[src/rtl/dmem_port_arbiter.sv]
// Two-port round-robin arbiter and access sequencer for a byte-addressed data memory.
// Each grant runs IDLE -> ACCESS -> RESP; alignment, range and size faults are flagged at grant time.
module dmem_port_arbiter #(
  parameter int AWIDTH    = 32,
  parameter int DWIDTH    = 32,
  parameter int MEM_BYTES = 256
) (
  input  logic              clk,
  input  logic              rst,
  input  logic              p0_req,
  input  logic              p0_rw,
  input  logic [AWIDTH-1:0] p0_addr,
  input  logic [DWIDTH-1:0] p0_wdata,
  input  logic [2:0]        p0_size,
  output logic              p0_ack,
  output logic              p0_err,
  output logic [DWIDTH-1:0] p0_rdata,
  input  logic              p1_req,
  input  logic              p1_rw,
  input  logic [AWIDTH-1:0] p1_addr,
  input  logic [DWIDTH-1:0] p1_wdata,
  input  logic [2:0]        p1_size,
  output logic              p1_ack,
  output logic              p1_err,
  output logic [DWIDTH-1:0] p1_rdata,
  output logic              mem_rw,
  output logic [AWIDTH-1:0] mem_addr,
  output logic [DWIDTH-1:0] mem_dataW,
  output logic [2:0]        mem_size,
  input  logic [DWIDTH-1:0] mem_dataR,
  output logic              busy,
  output logic [1:0]        o_dbg_state
);

  // Handshake: a requester raises req with stable fields and holds it until its ack;
  // ack is a one-cycle pulse with err/rdata valid alongside, rdata held until that port's next ack.

  typedef enum logic [1:0] {
    ST_IDLE   = 2'd0,
    ST_ACCESS = 2'd1,
    ST_RESP   = 2'd2
  } state_t;

  localparam logic [AWIDTH:0] LP_LIMIT = (AWIDTH+1)'(MEM_BYTES);

  state_t              r_state;
  state_t              w_next;
  logic                w_grant;
  logic                w_winner;
  logic                w_sel_rw;
  logic [AWIDTH-1:0]   w_sel_addr;
  logic [DWIDTH-1:0]   w_sel_wdata;
  logic [2:0]          w_sel_size;
  logic [AWIDTH:0]     w_nbytes;
  logic [AWIDTH:0]     w_end;
  logic                w_err;

  logic                r_last_grant;
  logic                r_grant;
  logic                r_rw;
  logic                r_err;
  logic [AWIDTH-1:0]   r_mem_addr;
  logic [DWIDTH-1:0]   r_mem_dataW;
  logic [2:0]          r_mem_size;
  logic                r_p0_ack;
  logic                r_p0_err;
  logic [DWIDTH-1:0]   r_p0_rdata;
  logic                r_p1_ack;
  logic                r_p1_err;
  logic [DWIDTH-1:0]   r_p1_rdata;

  // On a tie the port that did not win last time goes first.
  assign w_winner    = (p0_req & p1_req) ? ~r_last_grant : p1_req;
  assign w_sel_rw    = w_winner ? p1_rw    : p0_rw;
  assign w_sel_addr  = w_winner ? p1_addr  : p0_addr;
  assign w_sel_wdata = w_winner ? p1_wdata : p0_wdata;
  assign w_sel_size  = w_winner ? p1_size  : p0_size;

  always_comb begin
    w_nbytes = (AWIDTH+1)'(1);
    if (w_sel_size[1:0] == 2'b00)      w_nbytes = (AWIDTH+1)'(4);
    else if (w_sel_size[1:0] == 2'b01) w_nbytes = (AWIDTH+1)'(2);
    // One extra bit so addr + nbytes cannot wrap past the limit.
    w_end = {1'b0, w_sel_addr} + w_nbytes;
    w_err = (w_sel_size == 3'b111)
          | ((w_sel_size[1:0] == 2'b00) & (w_sel_addr[1:0] != 2'b00))
          | ((w_sel_size[1:0] == 2'b01) & w_sel_addr[0])
          | (w_end > LP_LIMIT);
  end

  always_comb begin
    w_next  = r_state;
    w_grant = 1'b0;
    case (r_state)
      ST_IDLE: begin
        if (p0_req | p1_req) begin
          w_grant = 1'b1;
          w_next  = ST_ACCESS;
        end
      end
      ST_ACCESS: w_next = ST_RESP;
      ST_RESP:   w_next = ST_IDLE;
      default:   w_next = ST_IDLE;
    endcase
  end

  always_ff @(posedge clk or posedge rst) begin
    if (rst) r_state <= ST_IDLE;
    else     r_state <= w_next;
  end

  always_ff @(posedge clk or posedge rst) begin
    if (rst) begin
      r_last_grant <= 1'b1;
      r_grant      <= 1'b0;
      r_rw         <= 1'b0;
      r_err        <= 1'b0;
      r_mem_addr   <= '0;
      r_mem_dataW  <= '0;
      r_mem_size   <= '0;
      r_p0_ack     <= 1'b0;
      r_p0_err     <= 1'b0;
      r_p0_rdata   <= '0;
      r_p1_ack     <= 1'b0;
      r_p1_err     <= 1'b0;
      r_p1_rdata   <= '0;
    end else begin
      if (w_grant) begin
        r_last_grant <= w_winner;
        r_grant      <= w_winner;
        r_rw         <= w_sel_rw;
        r_err        <= w_err;
        r_mem_addr   <= w_sel_addr;
        r_mem_dataW  <= w_sel_wdata;
        r_mem_size   <= w_sel_size;
      end
      if (r_state == ST_ACCESS) begin
        if (r_grant) begin
          r_p1_ack   <= 1'b1;
          r_p1_err   <= r_err;
          r_p1_rdata <= (r_rw | r_err) ? '0 : mem_dataR;
        end else begin
          r_p0_ack   <= 1'b1;
          r_p0_err   <= r_err;
          r_p0_rdata <= (r_rw | r_err) ? '0 : mem_dataR;
        end
      end
      if (r_state == ST_RESP) begin
        r_p0_ack <= 1'b0;
        r_p0_err <= 1'b0;
        r_p1_ack <= 1'b0;
        r_p1_err <= 1'b0;
      end
    end
  end

  // Write strobe is decoded from state so an async reset kills it immediately.
  assign mem_rw      = (r_state == ST_ACCESS) & r_rw & ~r_err;
  assign mem_addr    = r_mem_addr;
  assign mem_dataW   = r_mem_dataW;
  assign mem_size    = r_mem_size;
  assign busy        = (r_state != ST_IDLE);
  assign o_dbg_state = r_state;
  assign p0_ack      = r_p0_ack;
  assign p0_err      = r_p0_err;
  assign p0_rdata    = r_p0_rdata;
  assign p1_ack      = r_p1_ack;
  assign p1_err      = r_p1_err;
  assign p1_rdata    = r_p1_rdata;

endmodule

[config.mk]
export PLATFORM = sky130hd
export DESIGN_NAME = dmem_port_arbiter
export DESIGN_NICKNAME = d
export VERILOG_FILES = /design/src/rtl/dmem_port_arbiter.sv
export SDC_FILE = /design/constraint.sdc
export NUM_CORES = 1
export LEC_CHECK = 0
export CAP_MARGIN = 0
export CORE_ASPECT_RATIO = 1.75
export CORE_MARGIN = 4
export CORE_UTILIZATION = 43
export DETAILED_ROUTE_END_ITERATION = 16
export PLACE_DENSITY = 0.84
export SYNTH_ARGS = -nofsm -noshare
export SYNTH_HDL_FRONTEND = slang
export SYNTH_SLANG_ARGS = --single-unit
[constraint.sdc]
create_clock -name clk -period 6.5 [get_ports clk]
set_input_delay 1.95 -clock clk [delete_from_list [all_inputs] [get_ports clk]]
set_output_delay 1.95 -clock clk [all_outputs]
set_load 0.05 [all_outputs]
; ---- Word level (Yosys, flattened, before mapping)
; Cells that the tools add are included.
[op_classes]
addsub = 1
magnitude_cmp = 1
n_eq_ne = 6
mux = 24
bitwise = 13
reduce_logical = 10
[op_table]
columns = operator, n
row1 = 32-bit two-way mux, 3
row2 = 32-bit by 33-bit adder with 33-bit output, 1
row3 = 33-bit by 9-bit > comparator with 1-bit output (second input constant), 1
row4 = 1-bit two-way mux, 16
row5 = 2-bit AND reduction, 4
row6 = 2-bit nonzero test, 4
row7 = 3-bit two-way mux, 2
row8 = 1-bit AND, 5
row9 = 1-bit OR, 5
row10 = 2-bit by 1-bit == test with 1-bit output (second input constant), 2
row11 = 2-bit zero test, 2
row12 = 2-bit two-way mux, 2
row13 = 2-bit case mux with 2 select lines, 1
row14 = 3-bit == test (second input constant), 1
row15 = 1-bit inverter, 3
row16 = 2-bit == test (second input constant), 1
row17 = 2-bit by 1-bit inequality test with 1-bit output (second input constant), 1
row18 = 2-bit inequality test (second input constant), 1
[word_totals]
register_bits = 141
in_bits = 172
elab_cells = 69

; ---- Logic depth before layout (Yosys ltp)
; Gate-level depths: netlist of run 1.
[depth]
depth_word = 9
ltp_mapped = 19
ltp_nobuf = 13

; ---- Least setup slack after synthesis of run 1
; OpenSTA, ideal clock, no wires.
[synth_timing]
path_kind = input -> register
startpoint = input p1_req
endpoint = register r_err
setup_ps = 142
t_arrival_ps = 5217
t_required_ps = 6358
setup_slack_ps = 1141
cell_stages = 17
path_buffers = 5
cell_sequence = a21boi_4 buf_6 buf_4 clkbuf_1 buf_1 mux2i_1 and2_1 ha_1 o21ai_0 a211oi_1 o22ai_1 buf_2 nor3_1 nand4_1 a22o_1 a2111oi_2 a32oi_1
[synth_via]
elab_chain_cells = 9
word_cells_on_any_way = 20
[synth_lines]
columns = item, line
row1 = "start, declared", 18  ; input logic p1_req,
row2 = 1-bit AND, 73  ; assign w_winner = (p0_req & p1_req) ? ~r_last_grant : p1_req;
row3 = 1-bit two-way mux, 73
row4 = 3-bit two-way mux, 77  ; assign w_sel_size = w_winner ? p1_size : p0_size;
row5 = 2-bit by 1-bit == test with 1-bit output, "82, 87"
row6 = 2-bit two-way mux, 82  ; else if (w_sel_size[1:0] == 2'b01) w_nbytes = (AWIDTH+1)'(2);
row7 = 3-bit two-way mux, 81  ; if (w_sel_size[1:0] == 2'b00) w_nbytes = (AWIDTH+1)'(4);
row8 = 32-bit by 33-bit adder with 33-bit output, 84  ; w_end = {1'b0, w_sel_addr} + w_nbytes;
row9 = 33-bit by 9-bit > comparator with 1-bit output, 88  ; | (w_end > LP_LIMIT);
row10 = 1-bit OR, 88
row11 = "end signal, assigned", 132  ; r_err <= w_err;
row12 = "end, declared", 61  ; logic r_err;
; Several ways; a longest one is shown, not always the timed one.
; A chain may end at the register's enable or synchronous reset.

; ---- Final worst setup path of run 1
; Ends and elaborated chain as after synthesis.

==> qor.csv, run 1 <==
stage,metric,value,unit
detailed_routing,post-DR wirelength/cell,19.06,µm
clock_network,clk sink count,141,
pwr,Flop pwr share,0.274,
sta,relative slew slack,0.2789,
pwr,LEAKAGE,4.686,nW
detailed_routing,WL final,25.65,mm
critical_path,WS Path Type,input pin to flop,
floorplanning,core box area,16600,µm²
floorplanning,die height,180.6,µm
sta,total negative slack,0,ns
detailed_routing,# DRC,0,
detailed_routing,drt pass-1 iters,5,
pwr,Cell Pwr Density,433.2,nW/µm²
run_status,status,finished clean,
clock_network,CTS Root Cell,clkbuf_16,
run,max-cap viol count,0,
pwr,Peak VDD IR,0.2736,mV
floorplanning,num rows,62,
clock_network,cts hold-fix bufs,0,
critical_path,crit-path max FO,16,
synth,number of flops mapped to enable cells by yosys,0,
global_route,GR Util All Layers,0.2621,
sta,Final Hold Viols,0,
critical_path,Top delay family on crit path,compound AO/OA/AOI/OAI gates,
floorplanning,die area,19250,µm²
pwr,clock power share,0.209,
critical_path,delay of the slowest cell on the worst path,0.86,ns
sta,Tmin final,5.715,ns
global_route,first-pass GRT wire length,39.32,mm
clock_network,clock network latency to the later pin of the worst-skew pair,0.42,ns
synth,count of warnings emitted by yosys,0,
synth,Mean Syn Cell Area,8.987,µm²
pwr,Logic pwr share,0.518,
sta,crit share post-route,0.8792,
clock_network,total CTS buffers,17,
floorplanning,io pins,311,
floorplanning,Initial Util,0.4407,
synth,Synth cell types,55,
detailed_routing,Starting DRT DRC Count,417,
sta,Pins Over Slew Limit,0,
global_route,vias in the first global route,7311,
synth,Mapped Cells,814,
synth,synthesized net count,993,
place,Placer Congestion,0.9387,
sta,unrepaired setup endpoints after global routing,false,
global_route,Overflow after GRT,0,
synth,ys flop type,dfrtp_1,
place,IO buf count,310,
detailed_routing,via count,7194,
critical_path,critical path required time,6.75,ns
detailed_routing,Via density,5.345,
pwr,Sw Pwr,2.310,mW
cells_and_area,Area Overhead vs Synth,53.22,%
synth,"Seq/Total Area, Yosys",0.4825,
pwr,Internal Pwr Total,2.545,mW
pwr,switching portion of total power,0.4758,
sta,Final Skew,0.01671,ns
synth,"flops & latches, synth",141,
synth,fraction of registers with async set/reset,1.000,
critical_path,CP endpoint kind,flop,
critical_path,Crit path arrival time,5.97,ns
sta,fmax,175.0,MHz
clock_network,# Post-CTS Setup Buffers,0,
clock_network,htree depth,4,
cells_and_area,layout cell share with drive strength beyond 1,0.05085,
sta,Final setup viols,0,
clock_network,CTS tree,built,
global_route,initial antenna violation count,1,
cells_and_area,FILL cells,1366,
sta,Worst Max-Slew Pin Slew,1.082,ns
clock_network,post_cts resized,0,
critical_path,CP max stage cell,o22ai_1,
critical_path,CP Cell Sequence,clkdlybuf4s50_1 > a21boi_4 > mux2i_1 > and2_1 > ha_1 > o21ai_0 > a211oi_1 > o22ai_1 > nor2_1 > mux2_2 > nand4_1 > nor4_1 > a32oi_1,
critical_path,Buf/Inv on CP,1,
critical_path,Worst setup SP type,input pin,
sta,Final WS setup,0.7851,ns
place,DP HPWL,19.75,mm
detailed_routing,final antenna-violating net count,0,
clock_network,clock buffer depth,2,
min_path,worst min path class,flop to flop,
place,Setup WS pre-CTS,0.4458,ns
synth,"Cell Area, Synth",7316,µm²
floorplanning,die width,106.6,µm
global_route,largest net degree at the start of global routing,97,
cells_and_area,Layout Nets,1287,
clock_network,"CTS clk-pin slew, worst paths",0.06,ns
==> Yosys cell counts, types with 13 or more instances <==
library cell  number  area [µm²]
clkbuf_1          28       105.1
o21ai_0          139       695.7
nand3_1           13       65.06
nand2_1          202       758.2
nor3_1            25       125.1
nand4_1           13       81.33
nor2_1            29       108.9
dfrtp_1          140        3503
xnor2_1           13       113.9
mux2i_1           75       750.7
a21oi_1           15       75.07
==> flip-flops by register name (all words and copies together), names as in the netlist, 2 cells and up <==
name / count
mem_addr: 32
mem_dataW: 32
p0_rdata: 32
p1_rdata: 32
mem_size: 3
o_dbg_state: 2
==> cells in the final DEF, fill, tap and decap left out, types with 3 or more instances in the layout <==
cell type        count
inv_6                4
xor2_1               8
o21ai_0            139
nand2_1            200
nor3_1              25
inv_8                5
dfrtp_1            140
nor2_1              28
and4_1               4
buf_4               10
nor4_1               4
ha_1                 7
a31oi_1              5
nand3_1             13
and2_1               6
nor2b_1              4
clkinvlp_4           3
clkdlybuf4s50_1    310
o22ai_1              3
a211oi_1             4
nand4_1             13
xnor2_1             13
a21oi_1             15
and3_1               5
inv_1                9
clkbuf_16           17
mux2i_1             75
o211ai_1             3
mux2_2               5
or3_1                5
==> layer usage <==
layer | track usage | vias up | share of wire
met5 | 0 | - | 0
met2 | 0.4932 | 309 | 0.55
met1 | 0.2807 | 3390 | 0.36
met4 | 0.1080 | 0 | 0.033
met3 | 0.04876 | 56 | 0.059
li1 | - | 3439 | -
==> worst paths after layout <==
check	from	end	slack [ns]	cells after the start
max	p1_req	r_err	0.79	13
min	p1_rdata[8]	p1_rdata[8]	0.48	2
max reg2reg	r_last_grant	r_err	2.48	13
min reg2reg	p1_rdata[8]	p1_rdata[8]	0.48	2
max in group asynchronous	rst	mem_dataW[13]	3.23	3
min in group asynchronous	rst	p1_rdata[22]	2.07	2
==> through the flow <==
step / area (µm²) / power, mW / util / instances / hold slack, ns
after floorplan: 7316 / 2.928 / - / 814 / 0.4648
after global placement: 10600 / 3.829 / 0.6388 / 1313 / 0.4600
after detailed placement: 10600 / 3.867 / 0.6388 / 1313 / 0.4693
after CTS: 11210 / 4.899 / 0.6751 / 1345 / 0.4834
after global routing: 11210 / 5.092 / 0.6752 / 1346 / 0.5055
final: 11210 / 4.856 / 0.6752 / 1346 / 0.4780
==> cell families (layout without fill, tap and decap cells) <==
logic type	count (synthesis)	count (layout)	synth area share
AO/OA/AOI/OAI	190	190	0.1454
XOR/XNOR	21	21	0.02514
adder cells (fa/ha/maj)	7	7	0.01197
buffers and inverters	55	362	0.03250
flip-flops	141	141	0.4825
multiplexers	80	80	0.1103
other	0	1	0
AND/OR/NAND/NOR	320	320	0.1922
==> worst reg2reg max path, delay by kind of cell (launching register included) <==
| family | cells | cell delay (ns) |
|---|---|---|
| adder cells (fa/ha/maj) | 2 | 0.47 |
| multiplexers | 2 | 0.67 |
| AO/OA/AOI/OAI | 4 | 1.28 |
| AND/OR/NAND/NOR | 4 | 0.73 |
| buffers and inverters | 1 | 0.11 |
| flip-flops | 1 | 0.60 |
==> power by group through the flow <==
stage                     logic [mW]  registers [mW]  clock network, mW
after floorplan                0.661            2.27                  0
after CTS                       2.53            1.33               1.04
after detailed placement        2.52            1.34                  0
after global placement          2.50            1.33                  0
after global routing            2.65            1.37               1.07
final                           2.51            1.33               1.01
==> layout make-up <==
cell class,count,area [µm²],share of cell area
multi-input cells,618,3573,0.3188
flip-flops and latches,141,3530,0.3149
repair buffers,320,3178,0.2835
clock buffers,18,429.2,0.03829
well taps,224,280.3,0.02500
clock inverters,14,173.9,0.01552
inverters,10,42.54,0.003795
diodes,1,2.502,0.0002232
No activity file was read; power rests on OpenSTA's default activity.
==> inputs of run 2 (changes only) <==
--- a/config.mk
+++ b/config.mk
@@ -7,10 +7,11 @@
 export LEC_CHECK = 0
 export CAP_MARGIN = 0
 export CORE_ASPECT_RATIO = 1.75
-export CORE_MARGIN = 4
+export CORE_MARGIN = 2
 export CORE_UTILIZATION = 43
 export DETAILED_ROUTE_END_ITERATION = 16
-export PLACE_DENSITY = 0.84
+export PLACE_DENSITY = 0.81
 export SYNTH_ARGS = -nofsm -noshare
 export SYNTH_HDL_FRONTEND = slang
 export SYNTH_SLANG_ARGS = --single-unit
+export TNS_END_PERCENT = 20
==> run 2 against run 1 <==
  * Register-to-register slack better by 0.17 ns
  * Sequential share of layout area grew 0.060 points
  * Maximum frequency increased by 4.3%
  * Sequential cell count did not move
  * Count of clock-buffer cells in the layout did not move
  * Sequential power is essentially flat
  * Critical path type unchanged
  * Worst setup slack improved by 0.24 ns
  * Routed wire length is 3.5% lower
==> qor.csv, run 2 (synthesis results as in run 1) <==
stage,metric,value,unit,change
floorplanning,core box area,16790,µm²,+1.1%
sta,Pins Over Slew Limit,0,,unchanged
pwr,Internal Pwr Total,2.530,mW,-0.62%
global_route,GR Util All Layers,0.2733,,+0.01118
pwr,Flop pwr share,0.278,,+0.004
critical_path,Crit path arrival time,5.74,ns,-0.23 ns
clock_network,# Post-CTS Setup Buffers,0,,unchanged
sta,Final Hold Viols,0,,unchanged
detailed_routing,# DRC,0,,unchanged
pwr,Cell Pwr Density,429.1,nW/µm²,-0.94%
sta,Final Skew,0.01148,ns,-0.005226 ns
clock_network,clock buffer depth,2,,unchanged
clock_network,CTS Root Cell,clkbuf_16,,
global_route,Overflow after GRT,0,,unchanged
critical_path,critical path required time,6.76,ns,about the same
floorplanning,die width,102.6,µm,-3.8%
pwr,Pwr Total,4.801,mW,-1.1%
place,DP HPWL,18.98,mm,-3.9%
clock_network,htree depth,4,,unchanged
sta,final hold slack,0.4750,ns,-0.003073 ns
detailed_routing,post-DR wirelength/cell,18.34,µm,-3.8%
pwr,switching portion of total power,0.4731,,-0.002716
run,max-cap viol count,0,,unchanged
floorplanning,die area,18110,µm²,-5.9%
sta,crit share post-route,0.8426,,-0.03665
pwr,LEAKAGE,4.677,nW,-0.21%
sta,relative slew slack,0.2966,,+0.01769
clock_network,total CTS buffers,17,,unchanged
critical_path,WS Path Type,input pin to flop,,
clock_network,clk sink count,141,,unchanged
pwr,Peak VDD IR,0.4269,mV,+56%
clock_network,post_cts resized,0,,unchanged
place,Placer Congestion,0.9375,,-0.13%
sta,Tmin final,5.477,ns,-0.2382 ns
critical_path,R2R depth,13,,unchanged
detailed_routing,drt pass-1 iters,6,,+1
critical_path,Worst setup SP type,input pin,,
sta,Final setup viols,0,,unchanged
detailed_routing,WL final,24.74,mm,-3.5%
critical_path,crit-path max FO,12,,-4
global_route,initial antenna violation count,1,,unchanged
sta,total negative slack,0,ns,unchanged
global_route,first-pass GRT wire length,37.74,mm,-4.0%
run_status,status,finished clean,,
global_route,vias in the first global route,6982,,-4.5%
floorplanning,Initial Util,0.4357,,-0.004959
place,placed cells,1317,,+0.30%
cells_and_area,Layout Nets,1288,,+0.078%
floorplanning,num rows,63,,+1.6%
critical_path,R2R setup slack,2.65,ns,+0.17 ns
cells_and_area,FILL cells,1362,,-0.29%
place,IO buf count,310,,unchanged
floorplanning,io pins,311,,unchanged
cells_and_area,"commonest cells after routing, fill and taps aside","310 x clkdlybuf4s50_1, 200 x nand2_1, 140 x dfrtp_1",,
min_path,worst min path class,flop to flop,,
sta,unrepaired setup endpoints after global routing,false,,
detailed_routing,Starting DRT DRC Count,367,,-12%
clock_network,clock network latency to the later pin of the worst-skew pair,0.42,ns,about the same
sta,fmax,182.6,MHz,+4.3%
critical_path,CP endpoint kind,flop,,
cells_and_area,layout cell share with drive strength beyond 1,0.05085,,unchanged
clock_network,CTS tree,built,,
global_route,largest net degree at the start of global routing,88,,-9.3%
sta,Worst Max-Slew Pin Slew,1.055,ns,-0.02653 ns
cells_and_area,"commonest non-fill, non-tap cell in the layout",clkdlybuf4s50_1,,
pwr,Logic pwr share,0.525,,+0.007
detailed_routing,via count,7206,,+0.17%
clock_network,"CTS clk-pin slew, worst paths",0.06,ns,about the same
pwr,Sw Pwr,2.271,mW,-1.7%
cells_and_area,Final Non-Filler Cells,1349,,+0.22%
pwr,clock power share,0.197,,-0.012
detailed_routing,final antenna-violating net count,0,,unchanged
cells_and_area,Area Overhead vs Synth,52.93,%,
min_path,hold depth,2,,unchanged
detailed_routing,Via density,5.342,,about the same
clock_network,cts hold-fix bufs,0,,unchanged
floorplanning,die height,176.6,µm,-2.2%
run 2: changes by cell type in the layout (fill, tap and decap cells not counted), sizes merged:
| cell | before | now |
|---|---|---|
| inv | 18 | 13 |
| buf | 10 | 11 |
| clkinv | 1 | 5 |
run 2: layout make-up:
class | instances | area, µm² | area share
multi-input combinational | 618 | 3573 | 0.3194
sequential | 141 | 3530 | 0.3155
timing repair buffer | 321 | 3186 | 0.2847
clock buffer | 18 | 429.2 | 0.03836
tap | 227 | 284.0 | 0.02539
clock inverter | 13 | 141.4 | 0.01264
inverter | 10 | 42.54 | 0.003802
antenna | 1 | 2.502 | 0.0002237
run 2: worst paths after layout:
check / from / end
worst min-delay path: p1_rdata[14] / p1_rdata[14]
worst max-delay path: p0_req / r_err
worst min register to register: p1_rdata[14] / p1_rdata[14]
min in group asynchronous: rst / mem_dataW[12]
worst max register to register: r_last_grant / r_err
max in group asynchronous: rst / p1_rdata[7]
run 2: metrics by stage:
stage | instance area (µm²) | util | worst slack [ns]
after floorplan | 7316 | - | 0.7704
after global placement | 10620 | 0.6322 | 0.7015
after detailed placement | 10620 | 0.6322 | 0.6259
after CTS | 11190 | 0.6662 | 1.040
after global routing | 11190 | 0.6664 | 0.5877
final | 11190 | 0.6664 | 1.023
run 2: power by group through the flow:
stage | Combinational [mW] | Sequential [mW] | Clock, mW
floorplan | 0.661 | 2.27 | 0
global placement | 2.50 | 1.34 | 0
detailed placement | 2.52 | 1.35 | 0
CTS | 2.53 | 1.34 | 0.963
global route | 2.66 | 1.37 | 1.01
finish | 2.52 | 1.34 | 0.945
run 2: metal layers:
metal  GRT usage  wire (µm)  part of all wire  vias to the layer above
met5           0          0                 0                        -
met1      0.3148       8943              0.36                     3401
met2      0.4823      13260              0.54                      309
met4      0.1189        873             0.035                        0
met3     0.05226       1668             0.067                       61
li1            -          -                 -                     3435
run 2: worst max-delay path, stage by stage:
cell and delay, ns:
clkdlybuf4s50_1 0.66, a21bo_4 0.27, mux2i_1 0.32, inv_1 0.10, ha_1 0.24, ha_1 0.21
nor2_1 0.13, a211oi_1 0.10, o22ai_1 0.82, nor2_1 0.17, mux2_2 0.28, nand4_1 0.08
nor4_1 0.26, a32oi_1 0.14
==> edit: new RTL, settings of run 2 <==
The parameter `AWIDTH` goes from 32 to 64.
--- a/src/rtl/dmem_port_arbiter.sv
+++ b/src/rtl/dmem_port_arbiter.sv
@@ -2,5 +2,5 @@
 // Each grant runs IDLE -> ACCESS -> RESP; alignment, range and size faults are flagged at grant time.
 module dmem_port_arbiter #(
-  parameter int AWIDTH    = 32,
+  parameter int AWIDTH    = 64,
   parameter int DWIDTH    = 32,
   parameter int MEM_BYTES = 256
Interface: changed (resized mem_addr, p0_addr and p1_addr); port bits go from 311 to 407. No check against the original RTL was run, so the function may have changed too.
==> edit against run 2 <==
Synthesized area increased by 41%. Largest power group unchanged. Power increased by 35%. Largest cell class unchanged. Worst setup slack got worse by 880 ps. Fmax decreased by 14%. Final area increased by 37%. Sequential cell count increased by 32. First-iteration DRC count increased to 2.7 times the old value. Critical path depth decreased by 3. Wire length increased by 70%.
==> edit: results (changes against run 2) <==
final_layout:
  drive_gt1_frac: 0.0553  # was 0.0508
  layout_cells_excl_fill: 1977  # was 1,349
  fillers: 2054  # was 1,362
place:
  port_buffers: 406  # was 310
  globalplace.congestion: 1.01  # was 0.938
  post-place-ws_ps: -67.8  # was 626 ps
  detailedPlacementHpwl_mm: 32.2  # was 19.0 mm
  dp_cells: 1941  # was 1,317
  placedInstanceArea_sq_um: 14800  # was 10,600 sq um
global_routing:
  global_route.usage.total: 0.327  # was 0.273
  grt_first_pass_wirelength_mm: 64.3  # was 37.7 mm
  grt_max_degree: 110  # was 88
  grt.met1_usage: 0.354  # was 0.315
  grt_antenna_before_repair: 4  # was 1
sta:
  clock-skew-final_ps: 9.85  # was 11.5 ps
  period_needed_ps: 6350  # was 5480 ps
  tightestPinTransition_ps: 1270  # was 1060 ps
  final.hold.worst_slack_ps: 477  # was 475 ps
logic_synthesis:
  synth_area_leaders: "dfrtp_1 (42%), nand2_1 (11%), o21ai_0 (5.8%), mux2i_1 (4.6%), a31oi_1 (4.4%)"  # was dfrtp_1 (48%), nand2_1 (10%), mux2i_1 (10%), o21ai_0 (9.5%), nor3_1 (1.7%)
  synth.area.mux_share: 0.0551  # was 0.110
  syn_avg_cell_area_sq_um: 8.13  # was 8.99 sq um
  synth_compound_gate_area_share: 0.172  # was 0.145
  netlist-cell-type-count: 77  # was 55
  synth_top_cells_by_count: "nand2_1 (305), dfrtp_1 (172), o21ai_0 (120)"  # was nand2_1 (202), dfrtp_1 (140), o21ai_0 (139)
power_and_ir_drop:
  power_density_nw_per_um2: 423  # was 429 nW/um^2
  total_leakage_power_nw: 6.14  # was 4.68 nW
  vdd_drop_max_uv: 294  # was 427 uV
routing:
  detail_route.wl_per_cell_microns: 21.3  # was 18.3 microns
  wl_met2_mm: 21.7  # was 13.3 mm
  num_vias: 11700  # was 7,206
  route.met3.wl_mm: 3.04  # was 1.67 mm
outcome:
  run_status: "complete, no violations"  # unchanged
worst_setup_path:
  timing.reg2reg.setup_slack_ps: 1730  # was 2650 ps
  critical_path_peak_fanout: 59  # was 12
  slowest_stage: "a2111oi_0"  # was o22ai_1
hold_path:
  min_from: "mem_addr[63]"  # was p1_rdata[14]
-- edit: cell count changes in the layout (fill, tap and decap cells not counted), moves of 14 or more --
cell                    run 2  this run
nand3_1                    13        45
inv_1                       9        23
mux2i_1                    75        48
clkdlybuf4s50_1           310       406
nor4_1                      4        22
nor2_1                     28       109
dfrtp_1                   140       172
a31oi_1                     5        72
o21ai_0                   139       120
nand4_1                    13        41
nand2_1                   200       303
a21oi_1                    15        31
-- edit: area by class of cell --
type	instances	area share
diodes	4	0.000653
clock buffers	19	0.0289
clock inverters	13	0.00840
inverters	24	0.00612
multi-input cells	1007	0.370
flip-flops and latches	173	0.282
well taps	308	0.0251
repair buffers	429	0.279
-- edit: power by group --
| part | total (mW) | leakage (nW) | switching (mW) | internal (mW) |
|---|---|---|---|---|
| clock network | 1.03 | 0.274 | 0.483 | 0.546 |
| registers | 1.74 | 2.15 | 0.248 | 1.49 |
| logic | 3.72 | 3.72 | 2.54 | 1.17 |
